**src/rtl/div_share_arb_if.sv**
```systemverilog
// Bundle for div_share_arb: requester handshake, shared-divider drive/return and response bus.
// Signal names match the block's port list; clock and aclr stay outside the bundle.
interface div_share_arb_if #(
    parameter int N  = 3,
    parameter int NW = 10,
    parameter int DW = 4
);
    logic [N-1:0]    req_valid;
    logic [N-1:0]    req_ready;
    logic [N*NW-1:0] req_numer;
    logic [N*DW-1:0] req_denom;
    logic [NW-1:0]   div_numer;
    logic [DW-1:0]   div_denom;
    logic [NW-1:0]   div_quotient;
    logic [DW-1:0]   div_remain;
    logic [N-1:0]    rsp_valid;
    logic [NW-1:0]   rsp_quotient;
    logic [DW-1:0]   rsp_remain;
    logic            rsp_div0;
    logic            busy;

    modport slave (
        input  req_valid, req_numer, req_denom, div_quotient, div_remain,
        output req_ready, div_numer, div_denom, rsp_valid, rsp_quotient, rsp_remain, rsp_div0, busy
    );

    modport master (
        output req_valid, req_numer, req_denom, div_quotient, div_remain,
        input  req_ready, div_numer, div_denom, rsp_valid, rsp_quotient, rsp_remain, rsp_div0, busy
    );
endinterface

```
**src/rtl/div_share_arb.sv**
```systemverilog
// Round-robin scheduler sharing one external pipelined divider among N requesters.
// Optional macro DIV_SHARE_ARB_DIV0_EN: flag zero-denominator results (quotient all ones, remainder 0).
module div_share_arb #(
    parameter int N       = 3,
    parameter int NW      = 10,
    parameter int DW      = 4,
    parameter int DIV_LAT = 1
) (
    input logic            clock,
    input logic            aclr,
    div_share_arb_if.slave bus
);
    localparam int IW = $clog2(N);
    localparam int CW = IW + 1;

    logic [NW-1:0]      numer_arr [N];
    logic [DW-1:0]      denom_arr [N];
    logic [IW-1:0]      ptr_q, ptr_d;
    logic [IW-1:0]      sel_q, sel_d;
    logic [IW-1:0]      grant_idx;
    logic               grant_vld;
    logic [CW-1:0]      cand;
    logic [N-1:0]       grant_oh;
    logic [N-1:0]       last_oh;
    logic [DIV_LAT-1:0] tag_v_q;
    logic [IW-1:0]      tag_idx_q [DIV_LAT];
    logic [N-1:0]       rsp_valid_q;
    logic [NW-1:0]      rsp_quotient_q;
    logic [DW-1:0]      rsp_remain_q;

    for (genvar gi = 0; gi < N; gi++) begin : g_req
        assign numer_arr[gi] = bus.req_numer[gi*NW +: NW];
        assign denom_arr[gi] = bus.req_denom[gi*DW +: DW];
        assign grant_oh[gi]  = grant_vld && (grant_idx == IW'(gi));
        assign last_oh[gi]   = (tag_idx_q[DIV_LAT-1] == IW'(gi));
    end

    // Scan from the far end back toward ptr so the last hit is the first valid at or after ptr.
    always_comb begin
        grant_vld = 1'b0;
        grant_idx = '0;
        cand      = '0;
        for (int k = N - 1; k >= 0; k--) begin
            cand = {1'b0, ptr_q} + CW'(k);
            if (cand >= CW'(N)) begin
                cand = cand - CW'(N);
            end
            if (bus.req_valid[cand[IW-1:0]]) begin
                grant_vld = 1'b1;
                grant_idx = cand[IW-1:0];
            end
        end
    end

    always_comb begin
        ptr_d = ptr_q;
        sel_d = sel_q;
        if (grant_vld) begin
            sel_d = grant_idx;
            ptr_d = (grant_idx == IW'(N - 1)) ? '0 : grant_idx + IW'(1);
        end
    end

    // Idle cycles keep the last issued select so the divider inputs stay quiet.
    assign bus.req_ready = grant_oh;
    assign bus.div_numer = numer_arr[sel_d];
    assign bus.div_denom = denom_arr[sel_d];

    always_ff @(posedge clock or posedge aclr) begin
        if (aclr) begin
            ptr_q <= '0;
            sel_q <= '0;
        end else begin
            ptr_q <= ptr_d;
            sel_q <= sel_d;
        end
    end

    always_ff @(posedge clock or posedge aclr) begin
        if (aclr) begin
            tag_v_q <= '0;
            for (int s = 0; s < DIV_LAT; s++) begin
                tag_idx_q[s] <= '0;
            end
        end else begin
            tag_v_q[0]   <= grant_vld;
            tag_idx_q[0] <= grant_idx;
            for (int s = 1; s < DIV_LAT; s++) begin
                tag_v_q[s]   <= tag_v_q[s-1];
                tag_idx_q[s] <= tag_idx_q[s-1];
            end
        end
    end

`ifdef DIV_SHARE_ARB_DIV0_EN
    logic [DIV_LAT-1:0] tag_z_q;
    logic               rsp_div0_q;

    always_ff @(posedge clock or posedge aclr) begin
        if (aclr) begin
            tag_z_q <= '0;
        end else begin
            tag_z_q[0] <= grant_vld && (bus.div_denom == '0);
            for (int s = 1; s < DIV_LAT; s++) begin
                tag_z_q[s] <= tag_z_q[s-1];
            end
        end
    end

    always_ff @(posedge clock or posedge aclr) begin
        if (aclr) begin
            rsp_valid_q    <= '0;
            rsp_quotient_q <= '0;
            rsp_remain_q   <= '0;
            rsp_div0_q     <= 1'b0;
        end else if (tag_v_q[DIV_LAT-1]) begin
            rsp_valid_q <= last_oh;
            rsp_div0_q  <= tag_z_q[DIV_LAT-1];
            if (tag_z_q[DIV_LAT-1]) begin
                rsp_quotient_q <= '1;
                rsp_remain_q   <= '0;
            end else begin
                rsp_quotient_q <= bus.div_quotient;
                rsp_remain_q   <= bus.div_remain;
            end
        end else begin
            rsp_valid_q <= '0;
        end
    end

    assign bus.rsp_div0 = rsp_div0_q;
`else
    always_ff @(posedge clock or posedge aclr) begin
        if (aclr) begin
            rsp_valid_q    <= '0;
            rsp_quotient_q <= '0;
            rsp_remain_q   <= '0;
        end else if (tag_v_q[DIV_LAT-1]) begin
            rsp_valid_q    <= last_oh;
            rsp_quotient_q <= bus.div_quotient;
            rsp_remain_q   <= bus.div_remain;
        end else begin
            rsp_valid_q <= '0;
        end
    end

    assign bus.rsp_div0 = 1'b0;
`endif

    assign bus.rsp_valid    = rsp_valid_q;
    assign bus.rsp_quotient = rsp_quotient_q;
    assign bus.rsp_remain   = rsp_remain_q;
    assign bus.busy         = (|tag_v_q) | (|rsp_valid_q);
endmodule
```
**src/flat_wrapper.sv**
```systemverilog
// flat-port wrapper written by rule: the top's interface ports become plain ports
module div_share_arb_flat 
#(
    parameter int N       = 3,
    parameter int NW      = 10,
    parameter int DW      = 4,
    parameter int DIV_LAT = 1
)
  (clock, aclr, bus_req_valid, bus_req_numer, bus_req_denom, bus_div_quotient, bus_div_remain, bus_req_ready, bus_div_numer, bus_div_denom, bus_rsp_valid, bus_rsp_quotient, bus_rsp_remain, bus_rsp_div0, bus_busy);
  div_share_arb_if #(.N(N), .NW(NW), .DW(DW)) bus_i ();
  input logic clock;
  input logic aclr;
  input wire logic [$bits(bus_i.req_valid)-1:0] bus_req_valid;
  input wire logic [$bits(bus_i.req_numer)-1:0] bus_req_numer;
  input wire logic [$bits(bus_i.req_denom)-1:0] bus_req_denom;
  input wire logic [$bits(bus_i.div_quotient)-1:0] bus_div_quotient;
  input wire logic [$bits(bus_i.div_remain)-1:0] bus_div_remain;
  output wire logic [$bits(bus_i.req_ready)-1:0] bus_req_ready;
  output wire logic [$bits(bus_i.div_numer)-1:0] bus_div_numer;
  output wire logic [$bits(bus_i.div_denom)-1:0] bus_div_denom;
  output wire logic [$bits(bus_i.rsp_valid)-1:0] bus_rsp_valid;
  output wire logic [$bits(bus_i.rsp_quotient)-1:0] bus_rsp_quotient;
  output wire logic [$bits(bus_i.rsp_remain)-1:0] bus_rsp_remain;
  output wire logic [$bits(bus_i.rsp_div0)-1:0] bus_rsp_div0;
  output wire logic [$bits(bus_i.busy)-1:0] bus_busy;
  assign bus_i.req_valid = bus_req_valid;
  assign bus_i.req_numer = bus_req_numer;
  assign bus_i.req_denom = bus_req_denom;
  assign bus_i.div_quotient = bus_div_quotient;
  assign bus_i.div_remain = bus_div_remain;
  assign bus_req_ready = bus_i.req_ready;
  assign bus_div_numer = bus_i.div_numer;
  assign bus_div_denom = bus_i.div_denom;
  assign bus_rsp_valid = bus_i.rsp_valid;
  assign bus_rsp_quotient = bus_i.rsp_quotient;
  assign bus_rsp_remain = bus_i.rsp_remain;
  assign bus_rsp_div0 = bus_i.rsp_div0;
  assign bus_busy = bus_i.busy;
  div_share_arb #(.N(N), .NW(NW), .DW(DW), .DIV_LAT(DIV_LAT)) u_core (.clock(clock), .aclr(aclr), .bus(bus_i));
endmodule
```
**config.mk**
```make
export PLATFORM = sky130hd
export DESIGN_NAME = div_share_arb_flat
export DESIGN_NICKNAME = d
export VERILOG_FILES = /design/src/rtl/div_share_arb_if.sv /design/src/rtl/div_share_arb.sv /design/src/flat_wrapper.sv
export SDC_FILE = /design/constraint.sdc
export NUM_CORES = 1
export LEC_CHECK = 0
export ABC_AREA = 1
export BUFFER_PORTS_ARGS = -buffer_cell sky130_fd_sc_hd__buf_2
export CAP_MARGIN = 20
export CORE_ASPECT_RATIO = 0.9
export CORE_MARGIN = 4
export CORE_UTILIZATION = 25
export CTS_CLUSTER_DIAMETER = 60
export DETAILED_ROUTE_END_ITERATION = 7
export PLACE_DENSITY_LB_ADDON = 0.08
export SETUP_SLACK_MARGIN = 0.4
export SLEW_MARGIN = 30
export SYNTH_ARGS = -nofsm -noshare
export SYNTH_HDL_FRONTEND = slang
export SYNTH_SLANG_ARGS = --single-unit
```
**constraint.sdc**
```tcl
create_clock -name clock -period 1.7 [get_ports clock]
set_input_delay 0.085 -clock clock [delete_from_list [all_inputs] [get_ports clock]]
set_output_delay 0.085 -clock clock [all_outputs]
set_load 0.05 [all_outputs]
```
=== Word level (Yosys, flattened, before mapping) ===
Cells that the tools add are included.

* Bits in registers: 24
* Bits in latches: 0
* Bits in writable memories: 0
* Memory bits (read-only): 0
* Input bits: 61
* Output and inout port bits: 36
* Word-level logic and storage cells: 56
* Memories kept: 0

* Add/subtract/negate cells: 6
* Multiply operators: 0
* Divide/modulo/power cells: 0
* $lt $le $gt $ge: 7
* Equality and inequality tests: 4
* Shifts and indexed selects: 0
* Muxes and demuxes: 24
* Bitwise logic cells: 2
* Reduce and logical (&&, ||, !) cells: 6

{| class="wikitable"
|+ Operators with widths
! operator !! count
|-
| binary-select mux 10 bit (select 2 bit) || 1
|-
| two-way mux 10 bit || 2
|-
| two-way mux 2 bit || 8
|-
| < comparator 2 x 3 -> 1 bit, second input constant || 3
|-
| binary-select mux 4 bit (select 2 bit) || 1
|-
| two-way mux 4 bit || 2
|-
| binary-select mux 1 bit (select 2 bit) || 3
|-
| greater-or-equal comparator 3 x 2 -> 1 bit, second input constant || 2
|-
| two-way mux 1 bit || 6
|-
| subtractor 2 bit, second input constant || 3
|-
| == test 2 x 1 -> 1 bit, second input constant || 2
|-
| == test 2 bit, second input constant || 2
|-
| zero test 2 bit || 2
|-
| adder 2 x 1 -> 3 bit, second input constant || 1
|-
| adder 2 x 2 -> 3 bit, second input constant || 1
|-
| greater-or-equal comparator 3 bit, second input constant || 1
|-
| logical AND 1 bit || 3
|-
| two-way mux 3 bit || 1
|-
| inverter 2 -> 3 bit || 1
|-
| OR reduction 3 bit || 1
|-
| adder 2 x 1 -> 2 bit, second input constant || 1
|-
| greater-or-equal comparator 2 bit, second input constant || 1
|-
| OR 1 bit || 1
|}

=== Longest topological paths before layout ===
* Depth in word-level cells: 13
* Gate-level depth with buffers: 14
* Gate-level depth less buffers: 13

=== Worst setup path before layout ===
No wires, ideal clock.

* Path kind: reg2out
* Start point: reg u_core.ptr_q[0]
* End point: out bus_req_ready[0]
* Data arrival time: 2.060 ns
* Data required time: 1.615 ns
* Slack: -0.445 ns
* Stages on the path, launching flop included: 11
* Buffers on the path: 1
* Path through: dfrtp_1 > inv_1 > ha_1 > inv_1 > nand3_2 > nand3b_1 > nand2_1 > nand2_4 > buf_4 > inv_1 > nor2_1

* Cells in the longest elaborated chain, start to end: 10
* Elaborated cells on any way between the ends: 25
* Those cells by class: add/sub: 5; order compare: 3; mux: 15; reduce/logical: 2

{| class="wikitable"
|+ RTL lines
! what !! RTL line !! text
|-
| from (decl) || div_share_arb.sv:18 || <nowiki>logic [IW-1:0] ptr_q, ptr_d;</nowiki>
|-
| from (signal assigned) || div_share_arb.sv:74 || <nowiki>ptr_q <= ptr_d;</nowiki>
|-
| adder 2 x 2 -> 3 bit || div_share_arb.sv:44 || <nowiki>cand = {1'b0, ptr_q} + CW'(k);</nowiki>
|-
| greater-or-equal comparator 3 x 2 -> 1 bit / subtractor 2 bit (equally long branches) || div_share_arb.sv:45, div_share_arb.sv:46 ||
|-
| two-way mux 2 bit || div_share_arb.sv:45 || <nowiki>if (cand >= CW'(N)) begin</nowiki>
|-
| binary-select mux 1 bit (select 2 bit) || div_share_arb.sv:48 || <nowiki>if (bus.req_valid[cand[IW-1:0]]) begin</nowiki>
|-
| two-way mux 1 bit (not written as such) || div_share_arb.sv:48 ||
|-
| two-way mux 2 bit (2 in series) || div_share_arb.sv:48 ||
|-
| two-way mux 2 bit (*) || div_share_arb.sv:48 ||
|-
| via u_core.grant_idx[0] || div_share_arb.sv:20 || <nowiki>logic [IW-1:0] grant_idx;</nowiki>
|-
| zero test 2 bit (*) || div_share_arb.sv:34 || <nowiki>assign grant_oh[gi] = grant_vld && (grant_idx == IW'(gi));</nowiki>
|-
| logical AND 1 bit (*) || div_share_arb.sv:34 ||
|-
| to (decl) || flat_wrapper.sv:18 || <nowiki>output wire logic [$bits(bus_i.req_ready)-1:0] bus_req_ready;</nowiki>
|}

The timed path passes the listed nets; every way through them passes the cells marked *. The select of a mux whose other input is x is not followed.

=== Worst setup path after layout ===
* Start point: reg u_core.ptr_q[0]
* End point: out bus_div_numer[2]

* Cells in the longest elaborated chain, start to end: 13
* Elaborated cells on any way between the ends: 28
* Those cells by class: add/sub: 5; order compare: 3; mux: 19; bitwise: 1

{| class="wikitable"
|+ RTL lines
! what !! RTL line !! text
|-
| adder 2 x 2 -> 3 bit || div_share_arb.sv:44 ||
|-
| greater-or-equal comparator 3 x 2 -> 1 bit / subtractor 2 bit (equally long branches) || div_share_arb.sv:45, div_share_arb.sv:46 ||
|-
| two-way mux 2 bit || div_share_arb.sv:45 ||
|-
| binary-select mux 1 bit (select 2 bit) || div_share_arb.sv:48 ||
|-
| two-way mux 1 bit (not written as such) || div_share_arb.sv:48 ||
|-
| two-way mux 2 bit / two-way mux 1 bit (equally long branches) (3 in series) || div_share_arb.sv:48 ||
|-
| two-way mux 2 bit (*) || div_share_arb.sv:58 || <nowiki>if (grant_vld) begin</nowiki>
|-
| inverter 2 -> 3 bit (not written as such) (*) || div_share_arb.sv:66 || <nowiki>assign bus.div_numer = numer_arr[sel_d];</nowiki>
|-
| binary-select mux 10 bit (select 2 bit) (*) || div_share_arb.sv:66 ||
|-
| two-way mux 10 bit (not written as such) (*) (2 in series) || div_share_arb.sv:66 ||
|-
| to (decl) || flat_wrapper.sv:19 || <nowiki>output wire logic [$bits(bus_i.div_numer)-1:0] bus_div_numer;</nowiki>
|}

Mark *: on every way between the ends. The rest lies on a longest branch, timed or not. The select of a mux whose other input is x is not followed.

==> flow_summary.toml <==
[run_status]
outcome = "finished with violations"
violations = "setup timing"

[final_layout]
areaGrowthSynthToFinish_pct = 91.6
diodes = 0
num-nets-final = 420
layout-drive-gt1-share = 0.576

[route]
vias = 1888
via_per_inst = 4.26
drt-total-wl_um = 5150
first_pass_iters = 4
wl_per_cell_um = 11.6
antenna_left = 0
drc_errors = 0
dr.first_iter.drc_count = 31

[synthesis]
synth_top_family_by_area = "simple AND/OR/NAND/NOR gates"
synth_area_leaders = "dfrtp_1 (38%), nand2_1 (21%), nand3_1 (16%), inv_1 (9.9%), nand2_4 (2.1%)"
async_flop_share = 1.00
synth_top_area_cell = "dfrtp_1"
synthSimpleGateAreaFrac = 0.445
synth_top_flop_cell = "dfrtp_1"
syn_area_um2 = 1590
synth_edf_count = 0
synth_xor_area_frac = 0
synthTopCellsByCount = "nand2_1 (88), nand3_1 (50), inv_1 (42), dfrtp_1 (24), buf_4 (4)"
synth_cell_types = 22
synthAdderAreaFrac = 0.0158
synth_nets = 300
synth-seq-cells = 24
ys_seq_area_frac = 0.378
synthMuxAreaShare = 0
synthCells = 237
yosysWarnings = 0
synth_top_area_frac = 0.378
yosysMostFrequentCell = "nand2_1"
synth_compound_area_frac = 0.00709
synth.avg_cell_area_um2 = 6.70

[setup_path]
critPathKind = "flop to output pin"
arrival_ns = 2.17
critPathCaptureType = "output pin"
required_ns = 1.62
cp-start-kind = "flop"
path_max_fanout = 7

[cts]
cts_tree = "yes"
htreeDepth = 1
numCtsBuffers = 3
root_buffer = "clkbuf_8"
clk_pin_slew_worst_paths_ns = 0.08
insertion_delay_ns = 0.26
cts.sinks = 24
cts_buffer_depth = 2

[placement]
gp_congestion = 0.851
detailed_place_hpwl_um = 3750
port_buffers = 95

[grt]
grt_pass1_wl_um = 8210
grt_overflow_total = 0
grt_max_degree = 25
grt_use_total = 0.124
grt_pass1_vias = 1875
antenna_found_initial = 0

[floorplanning]
core-area_um2 = 6150
std_cell_rows = 27
die_x_um = 92.0
die_h_um = 83.6
die-area_um2 = 7690
ios = 97
initial_core_util = 0.258

[sta]
fin_ws_ns = -0.551
rsz0062_at_grt = "true"
fin_crit_sh = 1.32
tns_ns = -8.60
finalCriticalPeriod_ns = 2.25
hold_viol_final = 0
fmax_mhz = 444
final-setup-viol-count = 20
worst_clock_skew_ns = 0.00367
maxSlewViolCount = 0

[hold_path]
hold_class = "input port to flop"

[run]
maxCapViolCount = 0
## placed cells by master, fill, tap and decap left out, types with 2 or more instances in the layout
cell type and instances:
buf_2 77, nand2_1 64, inv_1 34, nand3_2 28, dfrtp_1 24, nand3_1 21, nand2_4 18, buf_4 18
buf_8 15, nand2_2 9, buf_6 7, inv_2 5, nand3_4 5, buf_12 4, inv_4 3, nor3_1 3
clkbuf_8 3, inv_6 2, nor2_4 2, clkinvlp_4 2, ha_4 2, clkbuf_16 2
## layer usage
metal,global-route usage,up-vias,part of all wire
met4,0.0216,0,0.0070
met2,0.217,58,0.49
li1,-,965,-
met1,0.154,861,0.44
met3,0.0334,4,0.066
met5,0,-,0
## path summary, 6_finish.rpt
kind                                                     from                                endpoint  slack, ns  cells after the start
worst min-delay path                      bus_div_quotient[4]  u_core.bus.rsp_quotient[4]$_DFFE_PP0P_       0.02                      3
min in group asynchronous                                aclr             u_core.ptr_q[1]$_DFFE_PP0N_       0.40                      4
worst min register to register  u_core.tag_idx_q[1]$_DFF_PP0_       u_core.bus.rsp_valid[0]$_DFF_PP0_       0.44                      1
worst max register to register    u_core.ptr_q[0]$_DFFE_PP0N_             u_core.ptr_q[0]$_DFFE_PP0N_      -0.11                     13
worst max-delay path              u_core.ptr_q[0]$_DFFE_PP0N_                        bus_div_numer[2]      -0.55                     13
max in group asynchronous                                aclr  u_core.bus.rsp_quotient[5]$_DFFE_PP0P_       1.07                      4
## repair_timing
action,in CTS,in global routing
endpoints found under the setup margin,25,25
hold endpoints to repair,24,0
hold buffers,1,0
resized for setup,58,31
buffers inserted,4,4
pin swaps,5,8
cloned,0,2
## layout make-up
class | count | area, um^2
fill | 634 | 3110
multi-input combinational | 158 | 1100
timing repair buffer | 124 | 965
sequential | 24 | 601
inverter | 46 | 198
tap | 87 | 109
clock buffer | 3 | 41.3
clock inverter | 1 | 30.0
## worst max-delay path, cell delays in order (launching register included)
cell and delay, ns:
dfrtp_1 0.42, inv_2 0.07, ha_4 0.31, inv_6 0.05
nand3_2 0.07, nand2_2 0.06, nor2_4 0.16, nand3_4 0.11
nand2_4 0.14, clkbuf_16 0.17, nand2_1 0.06, nand3_2 0.07
nand2_4 0.06, buf_8 0.14
## stage by stage
stage	std cells	cell area (um^2)	utilization	hold slack (ns)	setup slack, ns
5_1_grt	443	3040	0.495	0.0188	-0.654
3_5_place_dp	428	2540	0.414	0.145	-0.341
3_3_place_gp	428	2540	0.414	0.145	-0.319
6_report	443	3040	0.495	0.0215	-0.551
2_1_floorplan	237	1860	-	0.0996	-0.0718
4_1_cts	437	2850	0.463	0.00991	-0.523
## kinds of logic after synthesis
family / after synthesis
compound gates: 2
buf+inv: 55
flops: 24
simple gates: 153
other cells: 1
fa+ha+maj: 2
## registers in the layout (all words and copies together), names as in the netlist
name,flops
u_core.bus.rsp_quotient,10
u_core.bus.rsp_remain,4
u_core.bus.rsp_valid,3
u_core.ptr_q,2
u_core.sel_q,2
u_core.tag_idx_q,2
u_core.tag_v_q,1
Power is not shown: default switching activity piles up to over one toggle a cycle in this logic, so the estimate is an artifact.
